## config.mk

```make
export PLATFORM = sky130hd
export DESIGN_NAME = mul_div_unit
export DESIGN_NICKNAME = d
export VERILOG_FILES = /design/src/rtl/mul_div_unit.sv
export SDC_FILE = /design/constraint.sdc
export NUM_CORES = 1
export LEC_CHECK = 0
export CELL_PAD_IN_SITES_DETAIL_PLACEMENT = 1
export CELL_PAD_IN_SITES_GLOBAL_PLACEMENT = 2
export CORE_ASPECT_RATIO = 1.1
export CORE_MARGIN = 4
export CORE_UTILIZATION = 38
export CTS_CLUSTER_SIZE = 30
export DETAILED_ROUTE_END_ITERATION = 12
export DONT_BUFFER_PORTS = 1
export GPL_TIMING_DRIVEN = 0
export PLACE_DENSITY_LB_ADDON = 0.1
export SYNTH_ARGS = -nofsm -noshare
export SYNTH_HDL_FRONTEND = slang
export SYNTH_SLANG_ARGS = --single-unit
```

## constraint.sdc

```tcl
create_clock -name clk -period 5.47 [get_ports clk]
set_input_delay 0.2735 -clock clk [delete_from_list [all_inputs] [get_ports clk]]
set_output_delay 0.2735 -clock clk [all_outputs]
set_load 0.05 [all_outputs]
```

## src/rtl/mul_div_unit.sv

```systemverilog
// mul_div_unit: iterative radix-2 multiply/divide unit with HI/LO registers.
// MULT/MULTU take 32 shift-add cycles, DIV/DIVU take 32 restoring-divide cycles,
// MTHI/MTLO write HI/LO directly on the accept edge.
// Optional feature macro: MDU_DIV_EN compiles in the divide datapath; without it
// DIV/DIVU are accepted and complete on the next edge with HI/LO unchanged.
// Handshake: a request is accepted on a rising edge where start=1 and busy=0;
// op/A/B are captured on that edge, and start while busy=1 is ignored. done is
// a one-cycle pulse in the cycle after HI/LO were loaded with a MULT/DIV result.
module mul_div_unit (
    input  logic        clk,
    input  logic        rst,
    input  logic        start,
    input  logic [2:0]  op,
    input  logic [31:0] A,
    input  logic [31:0] B,
    output logic        busy,
    output logic        done,
    output logic [31:0] hi,
    output logic [31:0] lo
);

    localparam logic [1:0] ST_IDLE = 2'd0;
    localparam logic [1:0] ST_MUL  = 2'd1;
    localparam logic [1:0] ST_DIV  = 2'd2;
    localparam logic [1:0] ST_DONE = 2'd3;

    localparam logic [2:0] OP_MULT  = 3'd0;
    localparam logic [2:0] OP_MULTU = 3'd1;
    localparam logic [2:0] OP_DIV   = 3'd2;
    localparam logic [2:0] OP_DIVU  = 3'd3;
    localparam logic [2:0] OP_MTHI  = 3'd4;
    localparam logic [2:0] OP_MTLO  = 3'd5;

    logic [1:0]  state_q, state_d;
    logic [4:0]  cnt_q, cnt_d;
    // Multiply: {partial product high, multiplier}. Divide: {remainder, dividend/quotient}.
    logic [63:0] acc_q, acc_d;
    // Multiplicand magnitude for MUL, divisor magnitude for DIV.
    logic [31:0] mcand_q, mcand_d;
    // Product sign for MUL, quotient sign for DIV.
    logic        neg_q, neg_d;
    logic [31:0] hi_q, hi_d;
    logic [31:0] lo_q, lo_d;

    // Operand sign handling: ops 0 and 2 are the signed variants (op[0]=0).
    logic        signed_op;
    logic        a_neg, b_neg;
    logic [31:0] mag_a, mag_b;

    // One shift-add multiply step and the sign-corrected final product.
    logic [32:0] mul_sum;
    logic [63:0] mul_next;
    logic [63:0] mul_res;

`ifdef MDU_DIV_EN
    logic        rem_neg_q, rem_neg_d;
    logic        div_zero_q, div_zero_d;
    logic [31:0] dividend_q, dividend_d;

    // One restoring-divide step; the shifted remainder needs 33 bits.
    logic [32:0] div_shift;
    logic [33:0] div_diff;
    logic [63:0] div_next;
    logic [31:0] quo_res, rem_res;
`endif

    assign busy = (state_q == ST_MUL) || (state_q == ST_DIV);
    assign done = (state_q == ST_DONE);
    assign hi   = hi_q;
    assign lo   = lo_q;

    // Operand magnitudes and the per-cycle datapath steps.
    always_comb begin
        signed_op = ~op[0];
        a_neg     = signed_op & A[31];
        b_neg     = signed_op & B[31];
        mag_a     = a_neg ? (~A + 32'd1) : A;
        mag_b     = b_neg ? (~B + 32'd1) : B;

        mul_sum   = {1'b0, acc_q[63:32]} + (acc_q[0] ? {1'b0, mcand_q} : 33'd0);
        mul_next  = {mul_sum, acc_q[31:1]};
        mul_res   = neg_q ? (~mul_next + 64'd1) : mul_next;

`ifdef MDU_DIV_EN
        div_shift = {acc_q[63:32], acc_q[31]};
        div_diff  = {1'b0, div_shift} - {2'b00, mcand_q};
        if (div_diff[33]) begin
            div_next = {div_shift[31:0], acc_q[30:0], 1'b0};
        end else begin
            div_next = {div_diff[31:0], acc_q[30:0], 1'b1};
        end
        quo_res = neg_q ? (~div_next[31:0] + 32'd1) : div_next[31:0];
        rem_res = rem_neg_q ? (~div_next[63:32] + 32'd1) : div_next[63:32];
`endif
    end

    // Next-state and register-update logic for the FSM, counter and HI/LO.
    always_comb begin
        state_d = state_q;
        cnt_d   = cnt_q;
        acc_d   = acc_q;
        mcand_d = mcand_q;
        neg_d   = neg_q;
        hi_d    = hi_q;
        lo_d    = lo_q;
`ifdef MDU_DIV_EN
        rem_neg_d  = rem_neg_q;
        div_zero_d = div_zero_q;
        dividend_d = dividend_q;
`endif

        case (state_q)
            ST_MUL: begin
                acc_d = mul_next;
                cnt_d = cnt_q + 5'd1;
                if (cnt_q == 5'd31) begin
                    state_d = ST_DONE;
                    hi_d    = mul_res[63:32];
                    lo_d    = mul_res[31:0];
                end
            end
`ifdef MDU_DIV_EN
            ST_DIV: begin
                acc_d = div_next;
                cnt_d = cnt_q + 5'd1;
                if (cnt_q == 5'd31) begin
                    state_d = ST_DONE;
                    if (div_zero_q) begin
                        hi_d = dividend_q;
                        lo_d = 32'hFFFF_FFFF;
                    end else begin
                        hi_d = rem_res;
                        lo_d = quo_res;
                    end
                end
            end
`endif
            default: begin
                // IDLE and DONE both accept a new request; DONE lasts one cycle.
                state_d = ST_IDLE;
                if (start) begin
                    case (op)
                        OP_MULT, OP_MULTU: begin
                            state_d = ST_MUL;
                            cnt_d   = 5'd0;
                            acc_d   = {32'd0, mag_b};
                            mcand_d = mag_a;
                            neg_d   = a_neg ^ b_neg;
                        end
                        OP_DIV, OP_DIVU: begin
`ifdef MDU_DIV_EN
                            state_d    = ST_DIV;
                            cnt_d      = 5'd0;
                            acc_d      = {32'd0, mag_a};
                            mcand_d    = mag_b;
                            neg_d      = a_neg ^ b_neg;
                            rem_neg_d  = a_neg;
                            div_zero_d = (B == 32'd0);
                            dividend_d = A;
`else
                            // Divider not built: complete immediately, HI/LO untouched.
                            state_d = ST_DONE;
`endif
                        end
                        OP_MTHI: hi_d = A;
                        OP_MTLO: lo_d = A;
                        default: ;
                    endcase
                end
            end
        endcase
    end

    // State registers with synchronous reset; reset aborts any operation.
    always_ff @(posedge clk) begin
        if (rst) begin
            state_q <= ST_IDLE;
            cnt_q   <= 5'd0;
            acc_q   <= 64'd0;
            mcand_q <= 32'd0;
            neg_q   <= 1'b0;
            hi_q    <= 32'd0;
            lo_q    <= 32'd0;
        end else begin
            state_q <= state_d;
            cnt_q   <= cnt_d;
            acc_q   <= acc_d;
            mcand_q <= mcand_d;
            neg_q   <= neg_d;
            hi_q    <= hi_d;
            lo_q    <= lo_d;
        end
    end

`ifdef MDU_DIV_EN
    // Divide-only side registers.
    always_ff @(posedge clk) begin
        if (rst) begin
            rem_neg_q  <= 1'b0;
            div_zero_q <= 1'b0;
            dividend_q <= 32'd0;
        end else begin
            rem_neg_q  <= rem_neg_d;
            div_zero_q <= div_zero_d;
            dividend_q <= dividend_d;
        end
    end
`endif

endmodule

```

# [Word level (Yosys, flattened, before mapping)]
# Index checks and enable logic that the tools add are counted.
[totals] ff_bits=168 output_inout_bits=66
[classes] eq_ne=10 n_bitwise=8 muxes=22 reduce_logical=12 n_addsub=5
[ops] cell="32-bit two-way mux" count=11
[ops] cell="64-bit two-way mux" count=4
[ops] cell="32-bit by 1-bit adder with 32-bit output, second input constant" count=2
[ops] cell="64-bit by 1-bit adder with 64-bit output, second input constant" count=1
[ops] cell="32-bit NOT" count=2
[ops] cell="64-bit NOT" count=1
[ops] cell="32-bit by 32-bit adder with 33-bit output" count=1
[ops] cell="5-bit two-way mux" count=3
[ops] cell="3-bit AND reduction" count=3
[ops] cell="2-bit nonzero test" count=4
[ops] cell="3-bit by 2-bit equality test with 1-bit output, second input constant" count=2
[ops] cell="3-bit equality test, second input constant" count=2
[ops] cell="2-bit two-way mux" count=3
[ops] cell="5-bit by 1-bit adder with 5-bit output, second input constant" count=1
[ops] cell="5-bit equality test, second input constant" count=1
[ops] cell="2-bit equality test, second input constant" count=2
[ops] cell="2-bit one-hot mux with 2 select lines" count=1
[ops] cell="2-bit OR reduction" count=2
[ops] cell="3-bit by 1-bit equality test with 1-bit output, second input constant" count=1
[ops] cell="3-bit logical NOT" count=1
[ops] cell="1-bit bitwise AND" count=2
[ops] cell="2-bit by 1-bit equality test with 1-bit output, second input constant" count=1
[ops] cell="2-bit by 1-bit inequality test with 1-bit output, second input constant" count=1
[ops] cell="1-bit NOT" count=2
[ops] cell="other kinds (3)" count=3

# [Depth between registers and ports, before layout]
# Gate-level depths: netlist of run 1.
[logic_depth] ltp_word=7 mapped_depth=15 mapped_depth_nobuf=13

# [Worst setup path after synthesis of run 1]
# OpenSTA, ideal clock, no wires.
[synth_timing] kind="reg2reg" from="reg acc_q[0]" to="reg hi_q[31], in the netlist hi[31]" arrival_time_ns=3.949 n_path_buf=1 slack_ns=1.425 required_ns=5.375 synth_period_minus_slack_ns=4.045 stages_incl_launch_ff=15 cell_sequence="dfxtp_1 > clkbuf_1 > and2_1 > ha_1 > fa_1 > a21o_1 > a311o_1 > a21oi_2 > xor2_1 > o2111ai_1 > or4_1 > nand4b_1 > o41ai_2 > xor2_1 > a221oi_1"
[synth_between] elab_chain_cells=7
[synth_rtl] item="from (decl)" line_no="37" rtl="logic [63:0] acc_q, acc_d;"
[synth_rtl] item="from (signal assigned)" line_no="179" rtl="acc_q <= 64'd0;"
[synth_rtl] item="from (signal assigned)" line_no="187" rtl="acc_q <= acc_d;"
[synth_rtl] item="32-bit two-way mux (*)" line_no="80" rtl="mul_sum = {1'b0, acc_q[63:32]} + (acc_q[0] ? {1'b0, mcand_q} : 33'd0);"
[synth_rtl] item="32-bit by 32-bit adder with 33-bit output (*)" line_no="80"
[synth_rtl] item="64-bit NOT" line_no="82" rtl="mul_res = neg_q ? (~mul_next + 64'd1) : mul_next;"
[synth_rtl] item="64-bit by 1-bit adder with 64-bit output" line_no="82"
[synth_rtl] item="64-bit two-way mux (*)" line_no="82"
[synth_rtl] item="32-bit two-way mux (*)" line_no="116" rtl="if (cnt_q == 5'd31) begin"
[synth_rtl] item="32-bit two-way mux (*)" line_no="112" rtl="case (state_q)"
[synth_rtl] item="to (signal assigned)" line_no="190" rtl="hi_q <= hi_d;"
[synth_rtl] item="to (decl)" line_no="42" rtl="logic [31:0] hi_q, hi_d;"
# Mark *: on every way between the ends. The rest lies on a longest branch, timed or not. The select of a mux whose other input is x is not followed.
# A chain may end at the register's enable or synchronous reset.

# [Final worst setup path of run 1]
# Ends and elaborated chain as after synthesis.

==> impl_results.md, run 1 <==
- Status: complete, no violations
- Final hold vios: 0
- Commonest non-fill, non-tap cells in the layout: nor2_1 (241), dfxtp_1 (168), a21oi_1 (125)
- Clock slew at reported path FFs: 0.07 ns
- TritonCTS Buffers: 17
- Worst slew margin: between 20% and 30%
- Antenna violations before repair: 0
- CP endpoint kind: flip-flop
- Most used DFF post-synth: dfxtp_1
- Post-synthesis adder-cell area fraction: ~4.4%
- XOR/XNOR share of the synthesized area: about a tenth
- Largest family of logic cells by synthesized area: compound AO/OA/AOI/OAI gates
- Cell family with most CP delay: compound AO/OA/AOI/OAI gates
- Drt initial violations: about 860
- Initial Util: 38.6%
- Residual DRC: 0
- FF+latch count, synth: roughly 170
- Synth Instances: between 1000 and 1500
- Vias per Instance: just over 6
- Fin Hold WS: around 0.028 ns
- Pwr/cell area: around 240 nW/um^2
- Distinct cell type count after synthesis: 80
- Syn avg cell area: 7.69 sq um
- Setup crit start kind: flip-flop
- R2r setup slk: about 0.23 ns
- Area of the die: about 33000 sq um
- Maximum fanout along the worst path: 10
- Final setup vio count: 0
- Min Tclk post-route: 5.24 ns
- CTS tree: built
- Share of cells above drive strength 1: between 5 and 6%
- Largest stage delay on the critical path: ~0.63 ns
- Latest clock arrival within the worst-skew pair: 0.45 ns
- Static Leakage: roughly 4.6 nW
- Crit-path cells: clkbuf_2 > and2_1 > ha_1 > fa_1 > a21o_1 > a311o_1 > a21oi_2 > xor2_1 > o2111ai_1 > or4_1 > nand4b_1 > o41ai_2 > xor2_1 > a221oi_1
- Synth top area cells: dfxtp_1 (29%), nor2_1 (7.9%), xor2_1 (6.7%), a21oi_1 (5.5%), a211oi_1 (5.1%)
- Number of synthesized flops with an enable pin: 0
- FF/Latch Area: roughly 3400 sq um
- Post-synth net total: about 1600
- Slowest-stage cell, CP: or4_1
- Vias: approximately 12000
- FP Rows: 66
- Maximum VDD drop: 214 uV
- Critical Path RT: approximately 5.8 ns
- Die Height: between 150 and 200 um
- Layout fillers: 3644
- Area of the multi-input gates: 7620 sq um
- Arr. time, crit path: approximately 5.5 ns
- Die X-Extent: 173 um
- Core footprint: about 30000 sq um
- Most frequent CP cell: xor2_1
- Post-DP HPWL: 37000 um
- Placed insts: 1864
- Unrepaired setup endpoints after global routing: no
- Final net count: ~1600
- Yosys top cell by area: dfxtp_1
- CP Class: flip-flop to flip-flop
- Synth Area in Simple Gates: roughly 22%
- Post-synthesis mux area share: less than 1%
- Max Clock Skew: ~0.015 ns
- Area Growth Syn to Fin: 10.0%
- Worst slew pin tran: about 1.1 ns
- Ys async rst share: 0%
- Port Buffers: 0
- Max-slew violations: 0
- Vias in the first global route: 12000
- Top Ports: about 140
- Most common cell after layout, fill and taps aside: nor2_1
- # Max-Cap Violations: 0
- GRT Util Overall: between 20 and 30%
- Final worst-path cycle share: roughly 96%
- First-pass GRT wire length: roughly 71000 um
- Top cell type's share of synthesized area: 29.4%
- Placer Congestion: roughly 0.87
- # diodes: 0
- Compound-Gate Fraction of Synth Area: ~29%
- Wirelength, routed: ~47000 um
- Antenna Nets Post-Route: 0
- Synth warnings: 0
- Worst path bufs/invs: 1
- Drt pass-1 iters: 5
- Syn Std Cell Area: 11400 sq um
- Register area share after synthesis: 29.4%
- Largest net degree at the start of global routing: 17
- Worst min path class: input port to flip-flop
- Clock Sinks: 168
- Achievable Freq: 191 MHz
- Fin Setup TNS: 0 ns
- Final Non-Filler Cells: 1900
- Clock Path Buffers: 2
- Overflow after GRT: 0
- H-Tree Depth: 4
- CTS root buffer: clkbuf_16
- Wirelength per Cell: 24.6 um
per-stage QoR:
stage | total power, mW | util (%) | cell area (sq um) | worst slack (ns)
after floorplan | 1.65 | - | 11400 | 1.43
after global placement | 1.80 | 40.2 | 11900 | 0.116
after detailed placement | 1.81 | 40.2 | 11900 | 0.0601
after CTS | 3.05 | 42.3 | 12600 | 0.00758
after global routing | 3.16 | 42.5 | 12600 | 0.0334
final | 3.05 | 42.5 | 12600 | 0.230
registers in the layout (all words and copies together), names as in the netlist:
name and cells:
acc_q 64, mcand_q 32, lo 32, state_q 2
neg_q 1, hi 32, cnt_q 5
cell usage after synthesis, drive strengths merged, types with 23 or more instances:
cell	count
nor2	241
dfxtp	168
a21oi	126
nand2	99
clkbuf	92
xor2	88
o21ai	81
a211oi	79
xnor2	47
and2	40
ha	39
a22oi	34
a222oi	30
o31ai	26
inv	24
nor3	23
report_power, final:
group | switching, mW | internal [mW] | leakage [nW]
combinational | 0.320 | 0.139 | 2.94
clock | 0.524 | 0.732 | 0.276
sequential | 0.0738 | 1.26 | 1.36
total | 0.917 | 2.13 | 4.58
layer usage:
| layer | track usage, % | share of wire (%) |
|---|---|---|
| met1 | 32.3 | 42 |
| met2 | 49.8 | 50 |
| met3 | 6.54 | 5.7 |
| met4 | 9.27 | 3.0 |
| met5 | 0 | 0 |
worst paths after layout:
path,startpoint,to,depth (start not counted)
max,acc_q[0]$_SDFFE_PP0P_,hi[31]$_SDFFE_PP0P_,14
min,A[31],mcand_q[31]$_SDFFE_PP0P_,2
max reg2reg,acc_q[0]$_SDFFE_PP0P_,hi[31]$_SDFFE_PP0P_,14
min reg2reg,mcand_q[12]$_SDFFE_PP0P_,mcand_q[12]$_SDFFE_PP0P_,2
kinds of logic after synthesis:
logic type	count (synthesis)
AND/OR/NAND/NOR	531
multiplexers	11
buffers and inverters	129
AO/OA/AOI/OAI	475
flip-flops	168
XOR/XNOR	135
adder cells (fa/ha/maj)	40
what timing repair did:
item / in CTS / in global routing
setup endpoints to repair: 0 / 13
endpoints found under the hold margin: 4 / 0
buffers inserted: 0 / 0
hold buffers: 4 / 0
resized for setup: 0 / 7
worst reg2reg max path, delay by kind of cell (launching register included):
kind	cells	cell delay [ns]
xor+xnor	2	0.58
flops	1	0.40
fa+ha+maj	2	0.66
simple gates	3	1.17
buf+inv	1	0.24
compound gates	6	2.02
layout make-up:
cell class	count	area share [%]
clock inverter	7	0.944
multi-input combinational	1192	60.6
sequential	168	26.7
timing repair buffer	5	0.408
tap	374	3.72
clock buffer	25	3.70
buffer	105	3.25
inverter	24	0.716
Note: power is estimated with default switching activity, not from simulation.
==> run 2, diff against run 1 <==
Settings changed: CORE_UTILIZATION 38 to 33.
==> run 2 against run 1 <==
Compared with the run above:
- sequential power is essentially flat
- worst hold slack lost 0.015 ns
- critical path depth is the same
- clock skew shrank 0.0038 ns
- wire length grew 3.5%
- die area grew 14%
- register-to-register slack gained 0.04 ns
- highest routed layer unchanged
==> impl_results.md, run 2 (same netlist as run 1, synthesis figures left out) <==
- FP Rows: 71 (+7.6%)
- Final net count: 1622 (-0.062%)
- Clock slew at reported path FFs: 0.07 ns (about the same)
- Clock Sinks: 168 (unchanged)
- Wirelength per Cell: 24.7 um (+0.18%)
- Drt pass-1 iters: 7 (+2)
- Maximum fanout along the worst path: 10 (unchanged)
- Area of the multi-input gates: 7620 sq um (unchanged)
- Arr. time, crit path: 5.49 ns (-0.03 ns)
- # Max-Cap Violations: 0 (unchanged)
- Die X-Extent: 186 um (+7.0%)
- Worst slew pin tran: 1.23 ns (+0.165 ns)
- Wirelength, routed: 48500 um (+3.5%)
- CP endpoint kind: flip-flop
- H-Tree Depth: 4 (unchanged)
- Final setup vio count: 0 (unchanged)
- Maximum VDD drop: 216 uV (+0.98%)
- Met3 usage: 5.60% (-0.94 points)
- Overflow after GRT: 0 (unchanged)
- Setup crit start kind: flip-flop
- Vias: 11500 (-1.3%)
- Finished Core Util: 37.0% (-5.5 points)
- Core footprint: 34200 sq um (+15%)
- CP Class: flip-flop to flip-flop
- Initial Util: 33.5% (-5.1 points)
- CTS root buffer: clkbuf_16
- Antenna violations before repair: 1 (+1)
- Final hold vios: 0 (unchanged)
- Critical Path RT: 5.76 ns (about the same)
- Max Clock Skew: 0.0112 ns (-0.00377 ns)
- Biggest register: acc_q
- Commonest non-fill, non-tap cells in the layout: nor2_1 (241), dfxtp_1 (168), a21oi_1 (125)
- Worst min path class: input port to flip-flop
- Vias in the first global route: 11700 (-2.2%)
- Port Buffers: 0 (unchanged)
- TritonCTS Buffers: 17 (unchanged)
- Area of the die: 37700 sq um (+14%)
- GRT Util Overall: 25.4% (-2.2 points)
- Achievable Freq: 192 MHz (+0.68%)
- Max-slew violations: 0 (unchanged)
- Status: complete, no violations
- Grt met1 use: 31.3% (-0.97 points)
- Largest net degree at the start of global routing: 17 (unchanged)
- Most common cell after layout, fill and taps aside: nor2_1
- CTS tree: built
- Setup WS post-layout: 0.266 ns (+0.0354 ns)
- Unrepaired setup endpoints after global routing: no
- FF/Latch Area: 3360 sq um (unchanged)
- Dpl ws: 0.0491 ns (-0.0110 ns)
- Antenna Nets Post-Route: 0 (unchanged)
- Met2 usage: 44.0% (-5.9 points)
- Share of cells above drive strength 1: 5.25% (+0.20 points)
- Area Growth Syn to Fin: 10.6%
- First-pass GRT wire length: 73400 um (+3.1%)
- Static Leakage: 4.58 nW (about the same)
- Drt initial violations: 733 (-14%)
- Die Height: 203 um (+7.0%)
- Max reg flops: 64 (unchanged)
- Final worst-path cycle share: 95.1% (-0.65 points)
- Worst slew margin: 17.1% (-11 points)
- Latest clock arrival within the worst-skew pair: 0.45 ns (about the same)
- Pwr/cell area: 240 nW/um^2 (-0.96%)
- Vias per Instance: 5.84 (-4.4%)
- Top Ports: 136 (unchanged)
- Layout fillers: 4227 (+16%)
- Fin Setup TNS: 0 ns (unchanged)
- Most used routing layer: met2
- Post-DP HPWL: 38600 um (+4.2%)
- Placer Congestion: 0.836 (-4.2%)
- Postcts setup bufs: 0 (unchanged)
- Residual DRC: 0 (unchanged)
- Fin Hold WS: 0.0138 ns (-0.0146 ns)
- Min Tclk post-route: 5.20 ns (-0.0354 ns)
- Clock Path Buffers: 2 (unchanged)
run 2: cell types whose count changed in the layout (fill, tap and decap cells not counted), sizes merged:
| cell | delta |
|---|---|
| clkbuf | -2 |
| bufinv | -1 |
| clkinv | +2 |
| diode | +1 |
| buf | -1 |
run 2: cell type report:
type	count	share of cell area, %
clock buffers	23	3.85
well taps	438	4.33
clock inverters	8	0.751
flip-flops and latches	168	26.6
multi-input cells	1192	60.2
plain buffers	105	3.23
diodes	1	0.0198
inverters	24	0.712
repair buffers	4	0.316
run 2: path summary, 6_finish.rpt:
path,from,end,slack (ns),cells after the start
setup reg to reg,acc_q[0]$_SDFFE_PP0P_,hi[31]$_SDFFE_PP0P_,0.27,14
hold reg to reg,mcand_q[18]$_SDFFE_PP0P_,mcand_q[18]$_SDFFE_PP0P_,0.45,2
hold / removal,A[21],mcand_q[21]$_SDFFE_PP0P_,0.01,2
setup / recovery,acc_q[0]$_SDFFE_PP0P_,hi[31]$_SDFFE_PP0P_,0.27,14
run 2: metrics by stage:
stage / power, mW / instances / cell area, sq um
6_report: 3.03 / 1963 / 12700
5_1_grt: 3.14 / 1962 / 12700
4_1_cts: 3.05 / 1962 / 12600
3_5_place_dp: 1.81 / 1927 / 12000
3_3_place_gp: 1.81 / 1927 / 12000
2_1_floorplan: 1.65 / 1489 / 11400
run 2: where the power goes:
| part | switching (mW) | leakage [nW] | total, mW | internal [mW] |
|---|---|---|---|---|
| sequential | 0.0728 | 1.36 | 1.33 | 1.26 |
| combinational | 0.323 | 2.93 | 0.462 | 0.138 |
| clock | 0.525 | 0.285 | 1.24 | 0.716 |
| total | 0.921 | 4.58 | 3.03 | 2.11 |
run 2: what timing repair did:
item,in CTS,in global routing
endpoints found under the setup margin,1,9
endpoints found under the hold margin,4,0
hold buffers,4,0
gates resized for setup,2,5
run 2: critical path, cell delays in order, from the launching register on:
cell       delay, ns
dfxtp_1         0.42
clkbuf_2        0.25
and2_1          0.18
ha_1            0.23
fa_1            0.44
a21o_1          0.25
a311o_1         0.47
a21oi_2         0.51
xor2_1          0.29
o2111ai_1       0.30
or4_1           0.64
nand4b_1        0.32
o41ai_2         0.38
xor2_1          0.26
a221oi_1        0.11
run 2: per-layer routing:
layer,up-vias,routed length [um]
met1,5665,20700
li1,5538,-
met5,-,0
met2,201,24000
met3,64,2290
met4,0,1470
